==> config.mk <==
export PLATFORM = sky130hd
export DESIGN_NAME = parking_lot_ctrl_flat
export DESIGN_NICKNAME = d
export VERILOG_FILES = /design/src/rtl/parking_pkg.sv /design/src/rtl/parking_lot_ctrl_if.sv /design/src/rtl/parking_gate_fsm.sv /design/src/rtl/parking_lot_ctrl.sv /design/src/flat_wrapper.sv
export SDC_FILE = /design/constraint.sdc
export NUM_CORES = 1
export LEC_CHECK = 0
export ABC_AREA = 1
export BUFFER_PORTS_ARGS = -buffer_cell sky130_fd_sc_hd__buf_4
export CORE_MARGIN = 1.5
export CORE_UTILIZATION = 40
export CTS_CLUSTER_DIAMETER = 30
export DETAILED_ROUTE_END_ITERATION = 6
export GPL_ROUTABILITY_DRIVEN = 0
export GPL_TIMING_DRIVEN = 0
export PLACE_DENSITY = 0.57
export REMOVE_ABC_BUFFERS = 1
export SYNTH_ARGS = -nofsm -noshare
export SYNTH_HDL_FRONTEND = slang
export SYNTH_HIERARCHICAL = 1
export SYNTH_SLANG_ARGS = --single-unit
==> constraint.sdc <==
create_clock -name clk -period 5.2 [get_ports clk]
set_input_delay 0.26 -clock clk [delete_from_list [all_inputs] [get_ports clk]]
set_output_delay 0.26 -clock clk [all_outputs]
set_load 0.005 [all_outputs]
==> src/rtl/parking_pkg.sv <==
// Shared types and helpers for the parking lot controller: gate FSM states,
// default hour boundaries and the time-of-day guest capacity rule.
package parking_pkg;

  typedef enum logic [1:0] {IDLE, OPEN, DENY} gate_state_e;

  localparam int DEF_DAY_START  = 8;
  localparam int DEF_RAMP_START = 13;
  localparam int DEF_RAMP_END   = 16;

  // Hours outside the day window (including nonsense hours > 23) get the full guest cap.
  function automatic int guest_cap(input logic [4:0] hour, input int gmin, input int gmax,
                                   input int day_start, input int ramp_start,
                                   input int ramp_end, input int step);
    int h;
    int cap;
    h = int'(hour);
    if (h >= day_start && h < ramp_start)     cap = gmin;
    else if (h >= ramp_start && h < ramp_end) cap = gmin + (h - ramp_start) * step;
    else                                      cap = gmax;
    return cap;
  endfunction

endpackage

==> src/rtl/parking_lot_ctrl_if.sv <==
// Entry/exit handshake and display bus between the lot sensors and the controller.
interface parking_lot_ctrl_if #(parameter int CNT_W = 10);
  logic [4:0]       hour;
  logic             entry_valid, entry_is_uni, entry_ready;
  logic             exit_valid, exit_is_uni;
  logic [CNT_W-1:0] uni_parked_car, parked_car, uni_vacated_space, vacated_space;
  logic             uni_is_vacated_space, is_vacated_space;
  logic             gate_open, entry_granted, entry_denied, exit_underflow;

  modport master (
    output hour, entry_valid, entry_is_uni, exit_valid, exit_is_uni,
    input  entry_ready, uni_parked_car, parked_car, uni_vacated_space, vacated_space,
           uni_is_vacated_space, is_vacated_space, gate_open, entry_granted,
           entry_denied, exit_underflow
  );

  modport slave (
    input  hour, entry_valid, entry_is_uni, exit_valid, exit_is_uni,
    output entry_ready, uni_parked_car, parked_car, uni_vacated_space, vacated_space,
           uni_is_vacated_space, is_vacated_space, gate_open, entry_granted,
           entry_denied, exit_underflow
  );
endinterface

==> src/rtl/parking_gate_fsm.sv <==
// Entry gate FSM: accepts one request when idle, then holds the barrier open
// for GATE_HOLD cycles on a grant or spends one cycle in DENY on a refusal.
module parking_gate_fsm
  import parking_pkg::*;
#(
  parameter int GATE_HOLD = 4
) (
  input  logic clk,
  input  logic reset,
  input  logic entry_valid,
  input  logic has_space,
  output logic entry_ready,
  output logic accept,
  output logic gate_open,
  output logic entry_granted,
  output logic entry_denied
);
  localparam int HOLD_W = (GATE_HOLD > 1) ? $clog2(GATE_HOLD) : 1;

  gate_state_e       state;
  logic [HOLD_W-1:0] hold_cnt;

  assign entry_ready = (state == IDLE);
  assign accept      = entry_ready && entry_valid && has_space;

  always_ff @(posedge clk or posedge reset) begin
    if (reset) begin
      state         <= IDLE;
      hold_cnt      <= '0;
      gate_open     <= 1'b0;
      entry_granted <= 1'b0;
      entry_denied  <= 1'b0;
    end else begin
      entry_granted <= 1'b0;
      entry_denied  <= 1'b0;
      case (state)
        IDLE: if (entry_valid) begin
          if (has_space) begin
            state         <= OPEN;
            gate_open     <= 1'b1;
            hold_cnt      <= HOLD_W'(GATE_HOLD - 1);
            entry_granted <= 1'b1;
          end else begin
            state        <= DENY;
            entry_denied <= 1'b1;
          end
        end
        // hold_cnt counts the open cycles still to go after the current one
        OPEN: if (hold_cnt == '0) begin
          state     <= IDLE;
          gate_open <= 1'b0;
        end else begin
          hold_cnt <= hold_cnt - 1'b1;
        end
        DENY:    state <= IDLE;
        default: state <= IDLE;
      endcase
    end
  end

endmodule

==> src/rtl/parking_lot_ctrl.sv <==
// Parking occupancy controller: per-class counters, free-space arithmetic with
// saturation, exit handling, and the entry gate FSM.
module parking_lot_ctrl
  import parking_pkg::*;
#(
  parameter int CNT_W      = 10,
  parameter int TOTAL_CAP  = 700,
  parameter int UNI_CAP    = 500,
  parameter int GUEST_MIN  = 200,
  parameter int GUEST_MAX  = 500,
  parameter int DAY_START  = DEF_DAY_START,
  parameter int RAMP_START = DEF_RAMP_START,
  parameter int RAMP_END   = DEF_RAMP_END,
  parameter int RAMP_STEP  = 50,
  parameter int GATE_HOLD  = 4
) (
  input logic               clk,
  input logic               reset,
  parking_lot_ctrl_if.slave bus
);
  localparam logic [CNT_W-1:0] TOTAL = CNT_W'(TOTAL_CAP);
  localparam logic [CNT_W-1:0] UNI   = CNT_W'(UNI_CAP);

  logic [CNT_W-1:0] uni_cnt, guest_cnt, gcap, total_free, uni_vac, guest_vac;
  logic             uni_ok, guest_ok, accept;
  logic             inc_uni, inc_guest, dec_uni, dec_guest;

  assign gcap       = CNT_W'(guest_cap(bus.hour, GUEST_MIN, GUEST_MAX, DAY_START,
                                       RAMP_START, RAMP_END, RAMP_STEP));
  assign total_free = TOTAL - uni_cnt - guest_cnt;

  // Caps can fall below occupancy when the hour changes, so clamp instead of wrapping.
  assign uni_vac   = (uni_cnt   >= UNI)  ? '0 : UNI  - uni_cnt;
  assign guest_vac = (guest_cnt >= gcap) ? '0 : gcap - guest_cnt;
  assign uni_ok    = (uni_vac   != '0) && (total_free != '0);
  assign guest_ok  = (guest_vac != '0) && (total_free != '0);

  parking_gate_fsm #(.GATE_HOLD(GATE_HOLD)) u_gate (
    .clk           (clk),
    .reset         (reset),
    .entry_valid   (bus.entry_valid),
    .has_space     (bus.entry_is_uni ? uni_ok : guest_ok),
    .entry_ready   (bus.entry_ready),
    .accept        (accept),
    .gate_open     (bus.gate_open),
    .entry_granted (bus.entry_granted),
    .entry_denied  (bus.entry_denied)
  );

  assign inc_uni   = accept &&  bus.entry_is_uni;
  assign inc_guest = accept && !bus.entry_is_uni;
  assign dec_uni   = bus.exit_valid &&  bus.exit_is_uni && (uni_cnt   != '0);
  assign dec_guest = bus.exit_valid && !bus.exit_is_uni && (guest_cnt != '0);

  // Entry and exit of the same class on one edge cancel out.
  always_ff @(posedge clk or posedge reset) begin
    if (reset) begin
      uni_cnt            <= '0;
      guest_cnt          <= '0;
      bus.exit_underflow <= 1'b0;
    end else begin
      uni_cnt            <= uni_cnt   + CNT_W'(inc_uni)   - CNT_W'(dec_uni);
      guest_cnt          <= guest_cnt + CNT_W'(inc_guest) - CNT_W'(dec_guest);
      bus.exit_underflow <= bus.exit_valid &&
                            (bus.exit_is_uni ? (uni_cnt == '0) : (guest_cnt == '0));
    end
  end

  assign bus.uni_parked_car       = uni_cnt;
  assign bus.parked_car           = guest_cnt;
  assign bus.uni_vacated_space    = uni_vac;
  assign bus.vacated_space        = guest_vac;
  assign bus.uni_is_vacated_space = uni_ok;
  assign bus.is_vacated_space     = guest_ok;

endmodule
==> src/flat_wrapper.sv <==
// flat-port wrapper written by rule: the top's interface ports become plain ports
module parking_lot_ctrl_flat import parking_pkg::*;
#(
  parameter int CNT_W      = 10,
  parameter int TOTAL_CAP  = 700,
  parameter int UNI_CAP    = 500,
  parameter int GUEST_MIN  = 200,
  parameter int GUEST_MAX  = 500,
  parameter int DAY_START  = DEF_DAY_START,
  parameter int RAMP_START = DEF_RAMP_START,
  parameter int RAMP_END   = DEF_RAMP_END,
  parameter int RAMP_STEP  = 50,
  parameter int GATE_HOLD  = 4
)
  (clk, reset, bus_hour, bus_entry_valid, bus_entry_is_uni, bus_exit_valid, bus_exit_is_uni, bus_entry_ready, bus_uni_parked_car, bus_parked_car, bus_uni_vacated_space, bus_vacated_space, bus_uni_is_vacated_space, bus_is_vacated_space, bus_gate_open, bus_entry_granted, bus_entry_denied, bus_exit_underflow);
  parking_lot_ctrl_if #(.CNT_W(CNT_W)) bus_i ();
  input logic clk;
  input logic reset;
  input wire logic [$bits(bus_i.hour)-1:0] bus_hour;
  input wire logic [$bits(bus_i.entry_valid)-1:0] bus_entry_valid;
  input wire logic [$bits(bus_i.entry_is_uni)-1:0] bus_entry_is_uni;
  input wire logic [$bits(bus_i.exit_valid)-1:0] bus_exit_valid;
  input wire logic [$bits(bus_i.exit_is_uni)-1:0] bus_exit_is_uni;
  output wire logic [$bits(bus_i.entry_ready)-1:0] bus_entry_ready;
  output wire logic [$bits(bus_i.uni_parked_car)-1:0] bus_uni_parked_car;
  output wire logic [$bits(bus_i.parked_car)-1:0] bus_parked_car;
  output wire logic [$bits(bus_i.uni_vacated_space)-1:0] bus_uni_vacated_space;
  output wire logic [$bits(bus_i.vacated_space)-1:0] bus_vacated_space;
  output wire logic [$bits(bus_i.uni_is_vacated_space)-1:0] bus_uni_is_vacated_space;
  output wire logic [$bits(bus_i.is_vacated_space)-1:0] bus_is_vacated_space;
  output wire logic [$bits(bus_i.gate_open)-1:0] bus_gate_open;
  output wire logic [$bits(bus_i.entry_granted)-1:0] bus_entry_granted;
  output wire logic [$bits(bus_i.entry_denied)-1:0] bus_entry_denied;
  output wire logic [$bits(bus_i.exit_underflow)-1:0] bus_exit_underflow;
  assign bus_i.hour = bus_hour;
  assign bus_i.entry_valid = bus_entry_valid;
  assign bus_i.entry_is_uni = bus_entry_is_uni;
  assign bus_i.exit_valid = bus_exit_valid;
  assign bus_i.exit_is_uni = bus_exit_is_uni;
  assign bus_entry_ready = bus_i.entry_ready;
  assign bus_uni_parked_car = bus_i.uni_parked_car;
  assign bus_parked_car = bus_i.parked_car;
  assign bus_uni_vacated_space = bus_i.uni_vacated_space;
  assign bus_vacated_space = bus_i.vacated_space;
  assign bus_uni_is_vacated_space = bus_i.uni_is_vacated_space;
  assign bus_is_vacated_space = bus_i.is_vacated_space;
  assign bus_gate_open = bus_i.gate_open;
  assign bus_entry_granted = bus_i.entry_granted;
  assign bus_entry_denied = bus_i.entry_denied;
  assign bus_exit_underflow = bus_i.exit_underflow;
  parking_lot_ctrl #(.CNT_W(CNT_W), .TOTAL_CAP(TOTAL_CAP), .UNI_CAP(UNI_CAP), .GUEST_MIN(GUEST_MIN), .GUEST_MAX(GUEST_MAX), .DAY_START(DAY_START), .RAMP_START(RAMP_START), .RAMP_END(RAMP_END), .RAMP_STEP(RAMP_STEP), .GATE_HOLD(GATE_HOLD)) u_core (.clk(clk), .reset(reset), .bus(bus_i));
endmodule
# After elaboration in Yosys (flattened, before gate mapping)
# Index checks and enable logic that the tools add are counted.
# totals
rom_bits	0
n_memories	0
output_inout_bits	47
ram_bits	0
wordCells	83
input_bits	11
ff_bits	28
latch_bits	0
# op_classes
addsub	11
n_mux	24
shift	0
reduce_logical	28
order_cmp	6
n_bitwise	0
n_eq_ne	5
mul	1
n_div	0
# ops
op	count
$reduce_bool 10->1	5
$mux 10	4
$mul 32x6->9 const B	1
$add 10x1->10	2
$logic_not 10->1	2
$sub 10x1->10	2
$sub 10x10->10	2
$logic_and 1x1->1	13
$mux 2	6
$mux 1	11
$add 9x10->10 const A	1
$ge 10x10->1	1
$ge 10x9->1 const B	1
$ge 5x4->1 const B	2
$sub 10x10->10 const A	1
$sub 9x10->10 const A	1
$ne 2x2->1 const B	4
$pmux 2 s2	2
$reduce_and 4->1	2
$sub 5x4->6 const B	1
$lt 5x4->1 const B	1
$lt 5x5->1 const B	1
$logic_not 2->1	2
$eq 2x1->1 const B	1
other kinds (5)	6

# Depth between registers and ports, before layout
# Gate-level depths: netlist of run 1.
# logic_depth
ltp_word	14
depth_mapped	45
mapped_depth_nobuf	45

# Hierarchy
# The synthesis of run 1 kept the hierarchy.
# modules_own_cells
module	cells_per_inst	area_per_inst_um2	seq_area_each_um2	instances
parking_lot_ctrl	557	3823.7	525.5	1
parking_gate_fsm	36	321.6	175.2	1

# Worst setup path before layout of run 1
# No wires, ideal clock.
# synth_timing
path_type	input to register
start	input bus_hour[0]
end	register u_core.guest_cnt[6], in the netlist u_core/bus.parked_car[6]
n_path_buf	1
path_slack_ns	-1.138
arrival_ns	6.259
cell_stages	40
required_ns	5.121
setup_ns	0.079
path_cell_list	inv_1 -> ha_1 -> nor2_1 -> nor2_1 -> ha_1 -> fa_1 -> ha_1 -> ha_1 -> fa_1 -> inv_1 -> nand2_1 -> xor2_1 -> o21ai_0 -> inv_1 -> ha_1 -> nand2_1 -> inv_1 -> a21oi_2 -> (+4 left out) -> nor2_1 -> nand3_2 -> nand3_2 -> nand2_2 -> nand2_1 -> inv_1 -> nand2_2 -> inv_1 -> nand2_1 -> ha_1 -> inv_1 -> ha_1 -> inv_1 -> fa_1 -> o31ai_1 -> a21oi_1 -> o21ai_0 -> xor2_1
# synth_via
elab_chain_len	14
elab_cells_between_ends	21
classes_between	add/sub: 5; mul: 1; order compare: 5; mux: 4; reduce/logical: 6
# synth_lines
element	line_no	source
from (decl)	flat_wrapper.sv:19	input wire logic [$bits(bus_i.hour)-1:0] bus_hour;
$sub 5x4->6	parking_pkg.sv:19	else if (h >= ramp_start && h < ramp_end) cap = gmin + (h - ramp_start) * step;
$mul 32x6->9	parking_pkg.sv:19	
$add 9x10->10	parking_pkg.sv:19	
$mux 10	parking_pkg.sv:19	
$mux 10 (*)	parking_pkg.sv:18	if (h >= day_start && h < ramp_start) cap = gmin;
$sub 10x10->10 or $ge 10x10->1 (tied branches)	parking_lot_ctrl.sv:34	assign guest_vac = (guest_cnt >= gcap) ? '0 : gcap - guest_cnt;
$mux 10 (*)	parking_lot_ctrl.sv:34	
$reduce_bool 10->1 (*)	parking_lot_ctrl.sv:36	assign guest_ok = (guest_vac != '0) && (total_free != '0);
$logic_and 1x1->1 (*)	parking_lot_ctrl.sv:36	
$mux 1 (*)	parking_lot_ctrl.sv:42	.has_space (bus.entry_is_uni ? uni_ok : guest_ok),
$logic_and 1x1->1 (*)	parking_gate_fsm.sv:24	assign accept = entry_ready && entry_valid && has_space;
named net u_core.accept	parking_lot_ctrl.sv:25	logic uni_ok, guest_ok, accept;
$logic_and 1x1->1 (*)	parking_lot_ctrl.sv:51	assign inc_guest = accept && !bus.entry_is_uni;
$add 10x1->10 (*)	parking_lot_ctrl.sv:63	guest_cnt <= guest_cnt + CNT_W'(inc_guest) - CNT_W'(dec_guest);
$sub 10x1->10 (*)	parking_lot_ctrl.sv:63	
to (signal assigned)	parking_lot_ctrl.sv:63	
to (decl)	parking_lot_ctrl.sv:24	logic [CNT_W-1:0] uni_cnt, guest_cnt, gcap, total_free, uni_vac, guest_vac;
# The timed path passes the listed nets; every way through them passes the cells marked *.
# A chain may end at the register's enable or synchronous reset.

# Final worst setup path of run 1
# layout_timing
start	input bus_hour[0]
end	register u_core.uni_cnt[6], in the netlist u_core/bus.uni_parked_car[6]
# layout_via
elab_chain_len	14
elab_cells_between_ends	21
classes_between	add/sub: 5; mul: 1; order compare: 5; mux: 4; reduce/logical: 6
# layout_lines
element	line_no	source
$sub 5x4->6	parking_pkg.sv:19	
$mul 32x6->9	parking_pkg.sv:19	
$add 9x10->10	parking_pkg.sv:19	
$mux 10	parking_pkg.sv:19	
$mux 10 (*)	parking_pkg.sv:18	
$sub 10x10->10 or $ge 10x10->1 (tied branches)	parking_lot_ctrl.sv:34	
$mux 10 (*)	parking_lot_ctrl.sv:34	
$reduce_bool 10->1 (*)	parking_lot_ctrl.sv:36	
$logic_and 1x1->1 (*)	parking_lot_ctrl.sv:36	
$mux 1 (*)	parking_lot_ctrl.sv:42	
$logic_and 1x1->1 (*)	parking_gate_fsm.sv:24	
named net u_core.accept	parking_lot_ctrl.sv:25	
$logic_and 1x1->1 (*)	parking_lot_ctrl.sv:50	assign inc_uni = accept && bus.entry_is_uni;
$add 10x1->10 (*)	parking_lot_ctrl.sv:62	uni_cnt <= uni_cnt + CNT_W'(inc_uni) - CNT_W'(dec_uni);
$sub 10x1->10 (*)	parking_lot_ctrl.sv:62	
to (signal assigned)	parking_lot_ctrl.sv:62	
to (decl)	parking_lot_ctrl.sv:24	
# Marked as above.

==> results of run 1 <==
-- cells by family after synthesis --
kind of cell               Yosys count
adders and majority gates           87
AOI/OAI and AO/OA                   62
buffers and inverters              142
and+or+nand+nor                    238
DFF                                 28
xor gates and xnor gates            36
-- metrics by stage --
step / setup WS [ns] / std cells / utilization [%] / TNS, ns
after CTS: -0.823 / 807 / 53.4 / -8.70
after global placement: -2.26 / 782 / 47.7 / -33.06
final: -0.806 / 819 / 56.1 / -9.06
after floorplan: -1.19 / 592 / - / -12.81
after global routing: -1.11 / 819 / 56.1 / -14.26
after detailed placement: -2.27 / 782 / 47.7 / -34.40
-- state kept, by name, indices dropped and copies added, names as in the netlist --
name and count:
u_core/bus.exit_underflow 1, u_core/bus.parked_car 10, u_core/bus.uni_parked_car 10, u_core/u_gate/entry_denied 1, u_core/u_gate/entry_granted 1, u_core/u_gate/gate_open 1, u_core/u_gate/hold_cnt 2, u_core/u_gate/state 2
-- area by class of cell --
class                   count  area (µm²)
clock buffers               4        55.1
fillers                   957        4350
inverters                 141         547
multi-input cells         423        3380
flip-flops and latches     28         701
well taps                 133         166
repair buffers             90         708
-- worst max-delay path by stage --
stage                                              end  slack [ns]  depth (start not counted)
final                     u_core/bus.uni_parked_car[6]       -0.81                         43
after global routing          u_core/bus.parked_car[8]       -1.11                         39
after CTS                     u_core/bus.parked_car[6]       -0.82                         41
after detailed placement      u_core/bus.parked_car[6]       -2.27                         41
after global placement        u_core/bus.parked_car[6]       -2.26                         41
after floorplan               u_core/bus.parked_car[6]       -1.19                         39
-- critical path: cells and delay by family --
kind	cells	cell delay (ns)
simple gates	17	1.64
compound gates	5	0.50
fa+ha+maj	10	2.92
buf+inv	10	0.66
xor+xnor	1	0.15
-- cells in the mapped netlist, drive strengths merged (4+ instances only) --
cell type | n | area share (%)
nand3b | 4 | 0.72
fa | 8 | 3.9
dfrtp | 28 | 17
nand4 | 8 | 1.4
a21oi | 30 | 3.8
nor2 | 53 | 5.4
o31ai | 4 | 0.72
a31oi | 6 | 0.91
o21ai | 12 | 1.4
ha | 79 | 24
inv | 141 | 13
xnor2 | 9 | 1.9
nand3 | 38 | 5.0
xor2 | 27 | 5.7
nand2 | 125 | 12
-- routing by layer --
| layer | vias up | routed length, µm | global-route usage (%) |
|---|---|---|---|
| met5 | - | 0 | 0 |
| met4 | 0 | 113 | 2.25 |
| met3 | 10 | 290 | 1.62 |
| met2 | 65 | 5370 | 34.3 |
| met1 | 1820 | 5140 | 26.3 |
| li1 | 2060 | - | - |
-- repair_timing --
action                                  4_1_cts  5_1_grt
setup buffers                                20       12
pin swaps                                    43       51
endpoints found under the hold margin         7        0
gates cloned                                  0        0
hold buffers                                  1        0
gates resized for setup                      87       30
endpoints found under the setup margin       23       20
==> impl_summary.md, run 1 <==
Yosys
Of all flip-flops after synthesis, the portion carrying an async set or reset was 100%. After Yosys synthesis, XOR and XNOR cells account for 7.61% of the synthesized area. The multiplexer fraction of the synthesized cell area is 0%.

The distinct cell type count of the synthesized netlist is 34. The flip-flop and latch count after synthesis is 28. The area share of fa/ha/maj cells after synthesis is 27.7%. Yosys printed 6 warnings. In the synthesized netlist the dominant register cell turns out to be dfrtp_1. The simple-gate area share of the yosys netlist is 25.9%.

The share of the Yosys chip area taken by registers is 16.9%. The number of enable flip-flop cells after synthesis is 0. Synthesis produced a netlist whose cell count is 593. The cell area that synthesis handed to floorplanning was 4150 µm². The synthesized-area fraction occupied by ao, oa, aoi and oai cells is 8.84%. The synthesized area per cell is 6.99 µm². By area, the combinational part of the netlist is dominated by adder cells.

Clock network
The maximum buffer depth of the clock tree is 2. The worst-skew pair later-pin latency is 0.28 ns. The number of buffers created by CTS is 3.

The library cell used as clock root buffer is clkbuf_8. Clock-pin slew was measured on the worst setup and hold paths at 0.10 ns. CTS built an H-tree with a depth of 1. The tree built by TritonCTS fans out to 28 sinks. TritonCTS built the clock tree.

Global routing
The via count of the first global-routing pass came to 3,758. The first-pass GRT wire length is 17,500 µm. The initial antenna violation count is 0.

The residual overflow from global routing is 0. Entering global routing, the biggest net connects 22 pins. The overall routing resource usage is 19.4%.

Routing
For this block, the initial DRC count from the detailed router was 107. After detailed routing, the average wire length per cell comes to 13.3 µm. The number of vias after detailed routing is 3,955.

The aggregate routed wire length is 10,900 µm. In this run the remaining antenna-violating nets after routing total 0. Using the TritonRoute via totals, the vias-per-cell ratio works out to 4.83. For this run, design rule violations remaining after detail routing come to 0. The number of detailed-routing iterations run before antenna repair is 4.

STA
The setup skew after layout is 0.0113 ns. The worst slew margin relative to its limit is 36.0%. Across all setup checks in the final design, the least slack found is -0.806 ns. Static timing analysis puts the maximum clock frequency at 167 MHz. After layout, the worst path uses 115% of the clock period. The number of max-slew violations in the final report came to 0.

The final count of negative-setup-slack endpoints is 18. Counting I/O delays and the setup requirement, the final critical path takes 6.01 ns. The total count of hold-check failures in the final report came to 0. The worst hold margin is 0.265 ns.

Setup repair after global routing could not meet its margin everywhere. At the pin with the least slew margin, the transition time is 0.960 ns.

Worst setup path
The start point of the critical path is bus_hour[0]. For the worst flop-to-flop path, the logic depth is 29. STA classifies the critical path startpoint as an input port. The slowest stage of the critical path belongs to the cell fa_2. The largest single stage delay on the critical path is 0.54 ns.

In this run the critical register-to-register path is launched from u_core/bus.parked_car[0]. The worst-path maximum fanout is 4. Data on the critical path arrives at its endpoint at 6.17 ns. STA classifies the critical path endpoint as a flip-flop. The worst path required time is 5.37 ns. By startpoint and endpoint, the worst setup path is classified as input port to flip-flop. The minimum setup slack among reg-to-reg paths is 0.60 ns.

In this run the critical register-to-register path is captured at u_core/bus.parked_car[8]. Among the stages of the critical path, the cell type that occurs most often is inv_2.

Min path
The worst hold path startpoint is bus_entry_valid. The capture endpoint of the worst hold path is u_core/u_gate/entry_denied. The hold-critical path depth is 2. The path class of the lowest-slack min-delay path is input port to flip-flop.

Floorplanning
The row count is 36. The overall die width is 105 µm. The y dimension of the die is 105 µm. The floorplan step defined a die boundary enclosing 11,000 µm². The initial standard-cell utilization of the core is 41.8%.

The number of ports placed on the die boundary is 58. The placeable core area is 9910 µm².

Placed design
Summing all placed instances gives a cell area of 4730 µm². Input and output buffers added on the ports amount to 57. After legalization and detailed placement, the total HPWL measured 8390 µm.

Status
The flow ran to the end, but the final reports show violations. The checks that failed: setup timing.

Cells and area
In the final layout, the share of cells above drive strength 1 is 28.6%. The number of inserted diodes is 0. The post-route cell area is 5560 µm². The relative area change from synthesis to final layout is 34.0%. After the last flow step, the layout net total stands at 785. In the layout the commonest cells are inv_1 (123), nand2_1 (111), buf_4 (82). The most common library cell in the layout ignoring fill and taps is inv_1.

Run
The count of max-cap constraint violations is 0.
Power of run 1 is left out: the tool's default activity adds up to more than one toggle a clock period on the data nets, which glitch-free logic cannot reach.
==> inputs of run 2 (changes only) <==
--- a/config.mk
+++ b/config.mk
@@ -5,7 +5,6 @@
 export SDC_FILE = /design/constraint.sdc
 export NUM_CORES = 1
 export LEC_CHECK = 0
-export ABC_AREA = 1
 export BUFFER_PORTS_ARGS = -buffer_cell sky130_fd_sc_hd__buf_4
 export CORE_MARGIN = 1.5
 export CORE_UTILIZATION = 40
==> run 2 against run 1 <==
Effect of this change:
- the run still ends with setup timing left
- highest routed layer unchanged
- setup slack worse by 0.29 ns
- critical endpoint is now u_core/bus.parked_car[8]
- fmax is 4.6% lower
- largest cell class unchanged
- non-clock buffer count is 1 higher
- global-route usage hardly changed
- clock-buffer cell count is 1 lower
- first-iteration DRC count is 51% higher
- sequential share of layout area is 0.55 points higher
- via count is 13% lower
==> impl_summary.md, run 2 <==
Status
The flow ran to the end, but the final reports show violations. The final reports fail on setup timing.

Clock network
The number of buffers created by CTS is 3 (unchanged). The maximum buffer depth of the clock tree is 2 (unchanged). The worst-skew pair later-pin latency was 0.29 ns (about the same). TritonCTS built the clock tree. The clock sink count was 28 (unchanged).

The library cell used as clock root buffer is clkbuf_8. The number of levels in the clock H-tree is 1 (unchanged). The clock transition at the registers of the reported paths is 0.11 ns (about the same).

Worst setup path
The startpoint of the worst-slack reg-to-reg timing path is u_core/bus.parked_car[0]. The highest cell delay on the worst timing path is 0.65 ns (+0.11 ns). The category of the worst setup path capture point is a flip-flop. The worst-path maximum fanout came to 3 (-1).

The setup path with the least slack is of type input port to flip-flop. Among all stages on the critical path, the largest delay is contributed by fa_2. The data arrival at the endpoint of the critical path was 6.51 ns (+0.34 ns). STA classifies the critical path startpoint as an input port. The worst path required time was 5.41 ns (+0.04 ns). The start point of the critical path is bus_hour[0].

Routing
The number of vias after detailed routing is 3,446 (-13%). The DRC violations left is 0 (unchanged). The remaining antenna violation count after routing is 0 (unchanged). The DRC violation total after the first TritonRoute iteration is 162 (+51%). The number of vias per cell is 5.10 (+5.6%). The number of detailed-routing iterations run before antenna repair was 6 (+2). The average wire length per cell after detail routing is 14.7 µm (+10%). The aggregate routed wire length came to 9950 µm (-8.9%).

STA
The minimum setup slack in the final design came to -1.10 ns (-0.290 ns). The worst hold margin is 0.205 ns (-0.0595 ns). The total count of hold-check failures in the final report is 0 (unchanged). Setup repair after global routing could not meet its margin everywhere.

The fraction of the cycle the final worst path needs is 121% (+5.6 points). The actual slew at the worst max-slew pin is 0.986 ns (+0.0262 ns). The final count of negative-setup-slack endpoints is 18 (unchanged). The achievable clock frequency is 159 MHz (-4.6%). The number of max-slew violations in the final report came to 0 (unchanged).

The setup skew after layout is 0.00481 ns (-0.00648 ns). The final period demand of the worst path is 6.30 ns (+0.290 ns). The worst slew margin relative to its limit is 34.3% (-1.7 points).

Cells and area
The fraction of the core area covered by cells at the end of the flow came to 57.0% (+0.99 points). The share of final-layout standard cells stronger than drive strength 1 is 32.4% (+3.8 points). Leaving out fill and tap cells, the most frequent cell in the layout is buf_4.

The number of inserted diodes is 0 (unchanged). The final-stage net count came to 645 (-18%). The fill cell total of the finished layout came to 837 (-13%). In the layout the commonest cells are buf_4 (83), ha_1 (62), inv_1 (60).

Relative to the synthesized area, the layout overhead comes to 36.6%.

Placed design
The quantity of I/O buffers inserted on ports is 57 (unchanged). The placed wire-length estimate is 7290 µm (-13%).

Global routing
The initial antenna violation count came to 0 (unchanged). The first-pass GRT wire length was 16,000 µm (-8.6%). The largest net degree at the start of global routing was 22 (unchanged). The residual overflow from global routing came to 0 (unchanged). The via count of the first global-routing pass is 3,268 (-13%).

The overall routing resource usage is 19.4% (+0.046 points).

Floorplanning
The overall die width is 102 µm (-3.0%). The placeable core area is 9330 µm² (-5.9%). The full die area is 10,300 µm² (-5.9%). The row count is 35 (-2.8%).

The number of ports placed on the die boundary is 58 (unchanged). The y dimension of the die is 102 µm (-3.0%). The initial standard-cell utilization of the core is 41.8% (-0.074 points).

Yosys
The most repeated cell in the gate-level netlist after synthesis is ha_1. Sorting the synthesized cells by area gives the leading types as ha_1 (25%), dfrtp_1 (18%), xnor2_1 (7.6%). The count of yosys warnings during synthesis is 6 (unchanged).

The number of standard cells after synthesis is 460 (-22%). The number of enable flip-flop cells after synthesis is 0 (unchanged). The most used flip-flop cell after synthesis is dfrtp_1. The distinct cell type count of the synthesized netlist was 62 (+82%). The proportion of register bits with asynchronous set or reset after synthesis is 100% (unchanged). The synthesized area per cell is 8.47 µm² (+21%). The portion of the post-synthesis area used by sequential elements is 18.0% (+1.1 points).

By count the netlist is led by ha_1 (78), inv_1 (72), nor2_1 (38). The area share of the leading cell type in the synthesized netlist is 25.1% (+1.2 points). The area of the mapped netlist is 3890 µm² (-6.0%). The cell type with the highest aggregate area in the netlist is ha_1. The flip-flop and latch count after synthesis is 28 (unchanged).

Run
The count of max-cap constraint violations is 0 (unchanged).

Min path
The worst hold path startpoint is bus_exit_valid. The path class of the lowest-slack min-delay path is input port to flip-flop.
==> run 2: metal layers <==
| layer | share of wire [%] | GRT usage (%) | up-vias | wire length, µm |
|---|---|---|---|---|
| met5 | 0 | 0 | - | 0 |
| met4 | 0.80 | 3.53 | 0 | 80 |
| met3 | 4.0 | 1.73 | 6 | 393 |
| met2 | 46 | 31.5 | 62 | 4600 |
| met1 | 49 | 28.3 | 1628 | 4870 |
| li1 | - | - | 1750 | - |
==> run 2: logic make-up (layout without fill, tap and decap cells) <==
family | after synthesis | after routing | synth area share [%]
and+or+nand+nor | 121 | 121 | 15.9
buffers and inverters | 80 | 167 | 8.26
adders and majority gates | 86 | 86 | 29.2
muxes | 4 | 4 | 1.19
xor gates and xnor gates | 49 | 49 | 11.0
DFF | 28 | 28 | 18.0
AOI/OAI and AO/OA | 92 | 92 | 16.5
==> run 2: path summary, 6_finish.rpt <==
check	cells after the start	slack (ns)	end
max reg2reg	28	-0.23	u_core/bus.parked_car[8]
max in group asynchronous	3	3.92	u_core/bus.parked_car[6]
min	2	0.21	u_core/bus.exit_underflow
min reg2reg	1	0.54	u_core/u_gate/hold_cnt[1]
min in group asynchronous	3	0.46	u_core/u_gate/entry_granted
max	38	-1.10	u_core/bus.parked_car[8]
==> run 2: repair_timing <==
action,CTS,global route
endpoints found under the hold margin,7,0
gates cloned,0,0
hold buffers,1,0
setup endpoints to repair,22,20
pin swaps,55,48
buffers inserted,19,14
resized for setup,75,35
==> run 2: area by class of cell <==
type | instances | area [µm²] | area share [%]
clock inverter | 1 | 30.0 | 0.564
multi-input combinational | 352 | 3390 | 63.7
inverter | 72 | 278 | 5.22
clock buffer | 3 | 41.3 | 0.776
sequential | 28 | 701 | 13.2
tap | 129 | 161 | 3.03
timing repair buffer | 91 | 719 | 13.5
==> run 2: worst max-delay path: cells and delay by family <==
family / cells / cell delay [ns]
buf+inv: 9 / 0.63
compound gates: 8 / 1.24
fa+ha+maj: 9 / 2.86
simple gates: 8 / 0.89
xor+xnor: 4 / 0.62
==> run 2: per-stage QoR <==
step                TNS [ns]  cell area (µm²)  std cells  setup slack [ns]
finish                -12.50             5320        676             -1.10
global route          -16.71             5320        676             -1.36
CTS                   -11.31             5050        662             -1.02
detailed placement    -34.45             4430        638             -2.27
global placement      -33.01             4430        638             -2.20
floorplan             -16.27             3840        452             -1.32
Power of run 2 is left out for the same reason.
